### src/rtl/mdu_pkg.sv
// Shared types and constants for the iterative multiply/divide sequencer.
package mdu_pkg;

  localparam int   MDU_WIDTH = 32;
  localparam logic OP_MULT   = 1'b0;
  localparam logic OP_DIV    = 1'b1;

  typedef enum logic [1:0] {
    IDLE = 2'd0,
    RUN  = 2'd1,
    FIX  = 2'd2,
    DONE = 2'd3
  } mdu_state_t;

endpackage

### src/rtl/mult_div_seq.sv
// Iterative signed multiply / divide: WIDTH shift-add or restoring shift-subtract
// steps on operand magnitudes, then a sign-fix cycle and a one-cycle done pulse.
module mult_div_seq
  import mdu_pkg::*;
#(
  parameter int WIDTH = MDU_WIDTH
) (
  input  logic             clk,
  input  logic             reset,
  input  logic             start,
  input  logic             op,
  input  logic [WIDTH-1:0] a,
  input  logic [WIDTH-1:0] b,
  output logic             busy,
  output logic             done,
  output logic             div_zero,
  output logic [WIDTH-1:0] hi,
  output logic [WIDTH-1:0] lo
);

  localparam int CW = $clog2(WIDTH);

  mdu_state_t         state_q, state_d;
  logic [CW-1:0]      cnt_q, cnt_d;
  logic [2*WIDTH-1:0] acc_q, acc_d;
  logic [WIDTH-1:0]   opnd_q, opnd_d;
  logic [WIDTH-1:0]   hi_q, hi_d;
  logic [WIDTH-1:0]   lo_q, lo_d;
  logic               op_q, op_d;
  logic               neg_res_q, neg_res_d;
  logic               neg_rem_q, neg_rem_d;
  logic               dz_q, dz_d;

  logic [WIDTH-1:0]   abs_a, abs_b;
  logic [WIDTH:0]     add_sum, prem, diff;
  logic [2*WIDTH-1:0] mult_next, div_next, prod;
  logic [WIDTH-1:0]   quo, rem;

  // Negating -2^(W-1) wraps back to itself, which is its correct unsigned magnitude.
  assign abs_a = a[WIDTH-1] ? -a : a;
  assign abs_b = b[WIDTH-1] ? -b : b;

  // Mult: acc = {partial product, remaining multiplier bits}; add keeps its carry.
  assign add_sum   = {1'b0, acc_q[2*WIDTH-1:WIDTH]} + (acc_q[0] ? {1'b0, opnd_q} : '0);
  assign mult_next = {add_sum, acc_q[WIDTH-1:1]};

  // Div: acc = {remainder, dividend bits shifting out / quotient bits shifting in}.
  assign prem     = acc_q[2*WIDTH-1:WIDTH-1];
  assign diff     = prem - {1'b0, opnd_q};
  assign div_next = diff[WIDTH] ? {prem[WIDTH-1:0], acc_q[WIDTH-2:0], 1'b0}
                                : {diff[WIDTH-1:0], acc_q[WIDTH-2:0], 1'b1};

  assign prod = neg_res_q ? -acc_q : acc_q;
  assign quo  = acc_q[WIDTH-1:0];
  assign rem  = acc_q[2*WIDTH-1:WIDTH];

  always_comb begin
    state_d   = state_q;
    cnt_d     = cnt_q;
    acc_d     = acc_q;
    opnd_d    = opnd_q;
    hi_d      = hi_q;
    lo_d      = lo_q;
    op_d      = op_q;
    neg_res_d = neg_res_q;
    neg_rem_d = neg_rem_q;
    dz_d      = dz_q;
    case (state_q)
      IDLE: begin
        if (start) begin
          op_d = op;
          if (op == OP_DIV && b == '0) begin
            dz_d    = 1'b1;
            state_d = DONE;
          end else begin
            state_d   = RUN;
            opnd_d    = (op == OP_MULT) ? abs_a : abs_b;
            acc_d     = (op == OP_MULT) ? {{WIDTH{1'b0}}, abs_b} : {{WIDTH{1'b0}}, abs_a};
            neg_res_d = a[WIDTH-1] ^ b[WIDTH-1];
            neg_rem_d = a[WIDTH-1];
            cnt_d     = CW'(WIDTH - 1);
            dz_d      = 1'b0;
          end
        end
      end
      RUN: begin
        acc_d = (op_q == OP_DIV) ? div_next : mult_next;
        cnt_d = cnt_q - 1'b1;
        if (cnt_q == '0) state_d = FIX;
      end
      FIX: begin
        if (op_q == OP_DIV) begin
          lo_d = neg_res_q ? -quo : quo;
          hi_d = neg_rem_q ? -rem : rem;
        end else begin
          hi_d = prod[2*WIDTH-1:WIDTH];
          lo_d = prod[WIDTH-1:0];
        end
        state_d = DONE;
      end
      DONE: begin
        state_d = IDLE;
        dz_d    = 1'b0;
      end
      default: state_d = IDLE;
    endcase
  end

  always_ff @(posedge clk or negedge reset) begin
    if (!reset) begin
      state_q   <= IDLE;
      cnt_q     <= '0;
      acc_q     <= '0;
      opnd_q    <= '0;
      hi_q      <= '0;
      lo_q      <= '0;
      op_q      <= 1'b0;
      neg_res_q <= 1'b0;
      neg_rem_q <= 1'b0;
      dz_q      <= 1'b0;
    end else begin
      state_q   <= state_d;
      cnt_q     <= cnt_d;
      acc_q     <= acc_d;
      opnd_q    <= opnd_d;
      hi_q      <= hi_d;
      lo_q      <= lo_d;
      op_q      <= op_d;
      neg_res_q <= neg_res_d;
      neg_rem_q <= neg_rem_d;
      dz_q      <= dz_d;
    end
  end

  assign busy     = (state_q == RUN) || (state_q == FIX);
  assign done     = (state_q == DONE);
  assign div_zero = (state_q == DONE) && dz_q;
  assign hi       = hi_q;
  assign lo       = lo_q;

endmodule

### config.mk
export PLATFORM = sky130hd
export DESIGN_NAME = mult_div_seq
export DESIGN_NICKNAME = d
export VERILOG_FILES = /design/src/rtl/mdu_pkg.sv /design/src/rtl/mult_div_seq.sv
export SDC_FILE = /design/constraint.sdc
export NUM_CORES = 1
export LEC_CHECK = 0
export ABC_AREA = 1
export CORE_MARGIN = 2
export CORE_UTILIZATION = 40
export DETAILED_ROUTE_END_ITERATION = 7
export GPL_TIMING_DRIVEN = 0
export PLACE_DENSITY_LB_ADDON = 0.25
export SLEW_MARGIN = 20
export SYNTH_ARGS = -nofsm -noshare
export SYNTH_HDL_FRONTEND = slang
export SYNTH_SLANG_ARGS = --single-unit
### constraint.sdc
create_clock -name clk -period 2.7 [get_ports clk]
set_input_delay 0.27 -clock clk [delete_from_list [all_inputs] [get_ports clk]]
set_output_delay 0.27 -clock clk [all_outputs]
set_load 0.1 [all_outputs]
======== Word level (Yosys, flattened, before mapping) ========
Index checks and enable logic that the tools add are counted.
cells by class
  bitwise operators ....................... 2
  reductions and logical operators ........ 13
  add/subtract/negate cells ............... 8
  equality and inequality tests ........... 6
  mux-type cells .......................... 25
operators by type and width
  kind                 count
  $mux 64              5
  $mux 32              9
  $neg 32->32          4
  $pmux 64 s2          1
  $neg 64->64          1
  $add 32x32->33       1
  $sub 33x32->33       1
  $logic_not 32->1     1
  $mux 5               2
  $pmux 5 s2           1
  $pmux 2 s4           1
  $mux 2               3
  $ne 2x2->1 const B   3
  $reduce_and 2->1     3
  $reduce_and 3->1     2
  $logic_not 5->1      1
  $sub 5x1->5 const B  1
  $eq 2x2->1 const B   2
  $reduce_bool 2->1    2
  $eq 2x1->1 const B   1
  $logic_and 1x1->1    2
  $logic_not 2->1      1
  $mux 1               2
  $pmux 1 s2           1
  3 further kinds      3
storage, ports and cells
  register bits ........................... 171
  logic and storage cells ................. 64
  output and inout bits ................... 67

======== Logic depth before layout (Yosys ltp) ========
  word-level depth ........................ 6
  depth in mapped cells ................... 21

======== Worst setup path after synthesis ========
Ideal clock, no wire load.
  kind .................................... flip-flop to flip-flop
  start ................................... reg acc_q[0]
  end ..................................... reg acc_q[53]
  path slack .............................. 13 ps
  stages on the path, launching flop included .. 18
  clock period less this slack ............ 2687 ps
  arrival ................................. 2570 ps
  buffers on the path ..................... 2
  path through ............................ dfrtp_1 -> buf_2 -> clkbuf_1 -> nand2_1 -> inv_1 -> ha_1 -> inv_1 -> fa_1 -> o21ai_0 -> nand2_1 -> nand2_1 -> nand2_1 -> a21boi_0 -> nor2_1 -> nand2_1 -> nand3_1 -> nand3_1 -> nand2_1
between the ends
  word-level cells in the longest chain between the ends .. 4
ends and longest elaborated chain
  item                      line                 RTL
  start: declaration        mult_div_seq.sv:25   logic [2*WIDTH-1:0] acc_q, acc_d;
  start signal: assignment  mult_div_seq.sv:113  acc_q <= '0;
  start signal: assignment  mult_div_seq.sv:124  acc_q <= acc_d;
  $mux 32                   mult_div_seq.sv:44   assign add_sum = {1'b0, acc_q[2*WIDTH-1:WIDTH]} + (acc_q[0] ? {1'b0, opnd_q} : '0);
  $add 32x32->33            mult_div_seq.sv:44
  $mux 64                   mult_div_seq.sv:87   acc_d = (op_q == OP_DIV) ? div_next : mult_next;
  $pmux 64 s2               mult_div_seq.sv:68   case (state_q)
No other way between the ends.
A chain may end at the register's enable or synchronous reset.

======== Worst setup path after layout ========
  start ................................... reg op_q
  end ..................................... reg acc_q[59]
between the ends
  word-level cells in the longest chain between the ends .. 2
ends and longest elaborated chain
  item                      line                 RTL
  start: declaration        mult_div_seq.sv:29   logic op_q, op_d;
  start signal: assignment  mult_div_seq.sv:128  op_q <= op_d;
  $mux 64                   mult_div_seq.sv:87
  $pmux 64 s2               mult_div_seq.sv:68
No other way between the ends.

==> flow_summary.json <==
{
  "synthDistinctLibCells": 47,
  "yosysTopAreaCell": "dfrtp_1",
  "yosys.area_share.simple_pct": 40.2,
  "syn_area_mm2": 0.0176,
  "p_per_area_mw_per_mm2": 1380,
  "grt_pass1_vias": 19300,
  "yosysSeqAreaShare_pct": 24.3,
  "fin_skew_ns": 0.0179,
  "drc": 0,
  "finalSetupTns_ns": 0,
  "h-tree-depth": 4,
  "antenna_found_initial": 0,
  "avgSynthCellArea_um2": 5.87,
  "wire_per_inst_um": 21.1,
  "cts.path.max_buffers": 2,
  "drive_gt1_share_pct": 9.19,
  "num_vias": 20900,
  "gr-total-overflow": 0,
  "grt_pass1_wl_um": 116000,
  "relSlewSlack_pct": 30.9,
  "path_cells": "clkbuf_1 > inv_1 > clkbuf_1 > clkdlybuf4s15_2 > nand2_1 > nor2_4 > nor2_1 > nand2_1 > nand2_1",
  "min_period_ns": 2.65,
  "muxShareOfSynthArea_pct": 0,
  "synth_top_family_by_area": "simple AND/OR/NAND/NOR gates",
  "synth_edf_count": 0,
  "rsz0062_at_grt": "yes",
  "fp.dieW_um": 214,
  "synth_cells": 2999,
  "async_flop_share_pct": 100,
  "place_congestion": 1.01,
  "worstPathRequired_ns": 3.07,
  "dr.pass1.iters": 6,
  "rows": 76,
  "final_util_pct": 49.3,
  "final_cell_mix": "nand2_1 (895), inv_1 (380), nor2_1 (327)",
  "cap_violations": 0,
  "synth.top_cell.area_share_pct": 24.3,
  "hold_path.class": "in -> async",
  "power.leakage_nw": 10.4,
  "ff_latch_area_mm2": 0.00431,
  "clock_latency_ns": 0.48,
  "synthXorXnorAreaFrac_pct": 4.58,
  "ys_ff_latch": 171,
  "nNetsFinal": 3329,
  "end_kind": "register",
  "cp_slowest_cell": "clkbuf_1",
  "nFillCells": 4654,
  "critPathMaxFanout": 10,
  "drv_slew": 0,
  "start_util_pct": 40.7,
  "status": "finished, final reports clean",
  "synth.net_count": 3143,
  "clock-sinks": 171,
  "synth_fa_ha_area_share_pct": 5.49,
  "yosys_warnings": 0,
  "diodes": 0,
  "ios": 135,
  "yosys_most_used_dff": "dfrtp_1",
  "cts.clk_slew.worst_paths_ns": 0.07,
  "core-area_mm2": 0.0433,
  "final_common_cell": "nand2_1",
  "tightest_slew_ns": 1.04,
  "fmax_mhz": 378,
  "place.detailed.hpwl_um": 65400,
  "synthTopCellsByArea": "dfrtp_1 (24%), nand2_1 (20%), inv_1 (8.3%), nand3_1 (8.2%), nor2_1 (7.3%)",
  "dieArea_mm2": 0.0457,
  "multi_input_area_mm2": 0.0120,
  "port_buffers": 132,
  "cts-root-buf": "clkbuf_16",
  "slowest_delay_ns": 0.69,
  "detailedRoute.firstIterationViolations": 2179,
  "grt_use_total_pct": 34.3,
  "whs_ns": 0.338,
  "cp_common_cell": "nand2_1",
  "wirelength_um": 79900,
  "grt_max_degree": 96,
  "hold_violations": 0,
  "setup_viol": 0,
  "cts_buffers": 17,
  "worst_setup_path_start_kind": "register",
  "cts_tree": "built",
  "vias_per_cell": 5.53,
  "irDropWorstVdd_v": 0.00113,
  "min_period_over_period_pct": 98.1,
  "area_delta_synth_final_pct": 21.2,
  "crit_arrival_ns": 3.01,
  "critical_path_class": "reg -> reg",
  "ant_nets": 0,
  "synth_compound_area_share_pct": 14.2,
  "die_h_um": 214
}
-- synthesized netlist by cell type (4+ instances only) --
master    number
or2_2         11
nand2_1      921
o21ai_1       14
o21bai_1       9
nand4_1       38
nor4_1         6
inv_1        387
o31ai_1        4
nor2_2         8
clkbuf_1      64
inv_2         10
a31oi_1       15
a21o_1         5
ha_1          74
buf_4          8
nand2_2        9
xnor2_1       20
nand3b_1      20
buf_6          6
nor3_1        38
and2_1         4
o22ai_1        7
dfrtp_1      171
o21a_1         4
a21oi_1      157
nor2_1       342
xor2_1        72
nand3_1      289
buf_1         16
o21ai_0      210
o211ai_1      29
buf_2         11
-- sequential cells by signal, summed over array words and instances, names as in the netlist --
register   flops
state_q        2
op_q           1
opnd_q        32
acc_q         64
cnt_q          5
hi            32
lo            32
dz_q           1
neg_rem_q      1
neg_res_q      1
-- through the flow --
| step | worst slack [ns] | total power [mW] | cells | instance area (um2) |
|---|---|---|---|---|
| after floorplan | 0.0128 | 18.5 | 2999 | 17600 |
| after global placement | -5.78 | 24.7 | 3716 | 19700 |
| after detailed placement | -0.960 | 24.8 | 3717 | 19700 |
| after CTS | 0.000199 | 27.8 | 3757 | 20500 |
| after global routing | -0.0983 | 31.3 | 3783 | 21300 |
| final | 0.0516 | 29.4 | 3783 | 21300 |
-- logic make-up (layout without fill, tap and decap cells) --
kind of cell,Yosys count,count (layout)
flip-flops,171,171
XOR/XNOR,92,92
adder cells (fa/ha/maj),76,76
buffers and inverters,504,703
AO/OA/AOI/OAI,461,461
AND/OR/NAND/NOR,1695,1695
-- final cells by class --
class / count / area share [%]
plain buffers: 104 / 2.59
clock buffers: 19 / 2.08
clock inverters: 13 / 0.633
inverters: 399 / 7.03
multi-input cells: 2324 / 56.3
flip-flops and latches: 171 / 20.2
well taps: 585 / 3.43
repair buffers: 168 / 7.79
-- metal layers --
metal	track usage [%]	up-vias	part of all wire, %
met2	55.0	952	45
met1	47.6	9842	44
li1	-	10000	-
met5	0	-	0
met3	4.07	131	7.5
met4	12.1	0	3.5
-- report_power, final --
group          switching, mW  internal, mW
Clock                   1.24          1.32
Combinational           15.5          6.42
Sequential              1.22          3.72
Total                   17.9          11.5
-- repair_timing --
| action | in CTS | in global routing |
|---|---|---|
| gates resized for setup | 58 | 154 |
| buffers inserted | 8 | 23 |
| setup endpoints to repair | 34 | 60 |
| pin swaps | 3 | 24 |
| cloned | 0 | 3 |
| hold endpoints to repair | 76 | 0 |
| hold buffers | 1 | 0 |
-- path summary, 6_finish.rpt --
check | start | cells past startpoint | slack (ns) | end
setup / recovery | op_q$_DFFE_PN0P_ | 9 | 0.05 | acc_q[59]$_DFFE_PN0P_
hold / removal | reset | 2 | 0.34 | opnd_q[30]$_DFFE_PN0P_
setup reg to reg | op_q$_DFFE_PN0P_ | 9 | 0.05 | acc_q[59]$_DFFE_PN0P_
hold reg to reg | hi[24]$_DFFE_PN0P_ | 2 | 0.48 | hi[24]$_DFFE_PN0P_
max in group asynchronous | reset | 3 | 1.40 | lo[14]$_DFFE_PN0P_
min in group clk | op | 5 | 0.38 | state_q[1]$_DFFE_PN0P_
-- critical path: cells and delay by family, from the launching register on --
kind | cells | cell delay (ns)
DFF | 1 | 0.36
buffers and inverters | 4 | 1.66
and+or+nand+nor | 5 | 0.50
Power figures use the tool's default switching activity.
==> patch (same settings) <==
Make the reset (`reset`) synchronous in one clocked block.
--- a/src/rtl/mult_div_seq.sv
+++ b/src/rtl/mult_div_seq.sv
@@ -106,7 +106,7 @@
     endcase
   end
 
-  always_ff @(posedge clk or negedge reset) begin
+  always_ff @(posedge clk) begin
     if (!reset) begin
       state_q   <= IDLE;
       cnt_q     <= '0;
Function: differs if reset is asserted again (counterexample within 4 cycles, from zero or initial values and one cycle with reset low); with reset held inactive, the same outputs for 10 cycles.
==> patch against the unedited design <==
- setup slack worse by 0.024 ns
- clock power up 5%
- area after synthesis up 1.4%
- clock skew up 0.00060 ns
- total power down 36%
- routed wire length down 2.7%
- final area up 1.2%
- sequential cell count unchanged
- critical endpoint is now acc_q[46]$_SDFFE_PN0P_
- highest routed layer is now met5
==> patch: results (changes against the unedited design) <==
Pleak: 0.0105 uW (+0.27%)
Signal buffers: 289 (+6.3%)
Worst Min Path Start: op
IO buf count: 133 (+0.76%)
clk_skew: 0.0185 ns (+0.000601 ns)
Clock-cell share: 2.95% (+0.24 points)
ys async rst share: 0% (-100 points)
Peak VDD IR: 0.000547 V (-51%)
Syn Nets: 3,347 (+6.5%)
Detail Route met3 WL: 7.49 mm (+26%)
vias in the first global route: 19,800 (+2.7%)
Detailed Route WL: 77.8 mm (-2.7%)
clk buf depth: 2 (unchanged)
sequential-to-total area share from yosys stat: 19.2% (-5.1 points)
Worst Path Max Fanout: 7 (-3)
hold depth: 4
Post-Synth Adder-Cell Area: 5.41% (-0.078 points)
multi-input gates: 2,421 (+4.2%)
Critical Path AT: 3.05 ns (+0.04 ns)
Non-Clock Inverter Count: 490 (+23%)
Total GRT Usage: 32.6% (-1.7 points)
XOR/XNOR Fraction of Synth Area: 4.12% (-0.46 points)
measured slew at the worst slew-check pin: 1.06 ns (+0.0233 ns)
dominant cells by area after synthesis: nand2_1, dfxtp_1, inv_1
Post-Route M1 WL: 32.9 mm (-6.2%)
largest net degree at the start of global routing: 21 (-78%)
sequential cell count: 171 (unchanged)
reg2reg setup slack: 0.03 ns (-0.02 ns)
RR Endpoint: acc_q[46]$_SDFFE_PN0P_
CTS clock-pin slew for the worst setup and hold paths: 0.09 ns (+0.02 ns)
outcome: finished clean
GR Layer Usage met2: 50.5% (-4.5 points)
routing usage on met3: 5.07% (+1.0 points)
area of the multi-input gates: 0.0126 mm^2 (+4.7%)
initial antenna violation count: 1 (+1)
DR vias: 21,800 (+4.3%)
ys flop type: dfxtp_1
RR Startpoint: acc_q[31]$_SDFFE_PN0P_
global placer's final weighted congestion: 1.02 (+1.1%)
complex-gate fraction of the synthesized area: 17.1% (+3.0 points)
non-clk buf share: 10.6% (+0.20 points)
fin nets: 3,534 (+6.2%)
Synth cell types: 55 (+17%)
fillcell total: 4,856 (+4.3%)
Mean Syn Cell Area: 5.58 um^2 (-5.0%)
Via density: 5.47 (-1.2%)
metal2 WL: 33.4 mm (-7.4%)
R2R cell count: 20 (+11)
sequential cell area share: 16.3% (-3.9 points)
Placed Cells: 3,928 (+5.7%)
HP Class: primary input to flip-flop
layout cells sized above 1: 10.1% (+0.92 points)
Detailed Place HPWL: 62.5 mm (-4.5%)
first-pass GRT wire length: 117 mm (+0.46%)
commonest cells in the synthesized netlist: nand2_1, inv_1, nor2_1
M1 GR Usage: 44.5% (-3.0 points)
DR top layer: met5
Min-Delay Endpoint: dz_q$_SDFFE_PN0P_
initial drt markers: 2,836 (+30%)
## patch: cell count changes in the layout (fill, tap and decap cells not counted), moves of 11 or more
cell / unedited run / this run
clkbuf_1: 59 / 78
ha_4: 17 / 6
o221ai_1: 0 / 20
o211ai_1: 29 / 42
dfrtp_1: 147 / 0
dfrtp_2: 24 / 0
inv_1: 380 / 465
a21oi_1: 139 / 193
nand3_1: 274 / 241
nand3_2: 11 / 27
nor2_1: 327 / 357
dfxtp_1: 0 / 125
dfxtp_2: 0 / 28
dfxtp_4: 0 / 18
## patch: critical path, cell delays in order (launching register included)
cell       delay [ns]
dfxtp_4          0.39
inv_4            0.05
ha_4             0.16
fa_2             0.38
inv_2            0.09
nand2_2          0.06
nand2_2          0.08
nand3_2          0.07
nand2_2          0.09
nand2_2          0.07
nand2_4          0.11
nand2_8          0.09
nand2_8          0.11
nand2_8          0.08
nand2_8          0.13
buf_12           0.14
clkbuf_16        0.15
nand2_2          0.05
nand3_2          0.07
nand2_1          0.07
a21oi_2          0.13
## patch: power by group
group | switching [uW] | internal [uW] | total, uW
combinational | 8530 | 3760 | 12300
clock | 1320 | 1350 | 2680
sequential | 811 | 3080 | 3890
total | 10700 | 8190 | 18900
## patch: what timing repair did
| action | 4_1_cts | 5_1_grt |
|---|---|---|
| gates cloned | 1 | 3 |
| pin swaps | 7 | 26 |
| gates resized for setup | 70 | 165 |
| setup buffers | 12 | 20 |
| endpoints found under the setup margin | 36 | 48 |
## patch: worst max path at each step
stage                                      start                      to  slack [ns]  depth (start not counted)
after floorplan           acc_q[31]$_SDFFE_PN0P_  acc_q[33]$_SDFFE_PN0P_        0.19                         20
after global placement    acc_q[31]$_SDFFE_PN0P_  acc_q[63]$_SDFFE_PN0P_       -0.81                         20
after detailed placement  acc_q[31]$_SDFFE_PN0P_  acc_q[63]$_SDFFE_PN0P_       -0.81                         20
after CTS                  acc_q[0]$_SDFFE_PN0P_  acc_q[57]$_SDFFE_PN0P_       0.005                         21
after global routing      acc_q[31]$_SDFFE_PN0P_  acc_q[42]$_SDFFE_PN0P_       -0.05                         19
final                     acc_q[31]$_SDFFE_PN0P_  acc_q[46]$_SDFFE_PN0P_        0.03                         20
## patch: stage by stage
step	hold WS, ns	TNS (ns)	worst slack (ns)	total power [uW]	cell area [um^2]
2_1_floorplan	0.422	0	0.191	11500	17900
3_3_place_gp	0.445	-23.98	-0.809	15000	19900
3_5_place_dp	0.450	-23.88	-0.811	15000	19900
4_1_cts	0.349	0	0.00513	18000	20900
5_1_grt	0.395	-0.307	-0.0511	20000	21600
6_report	0.379	0	0.0272	18900	21600
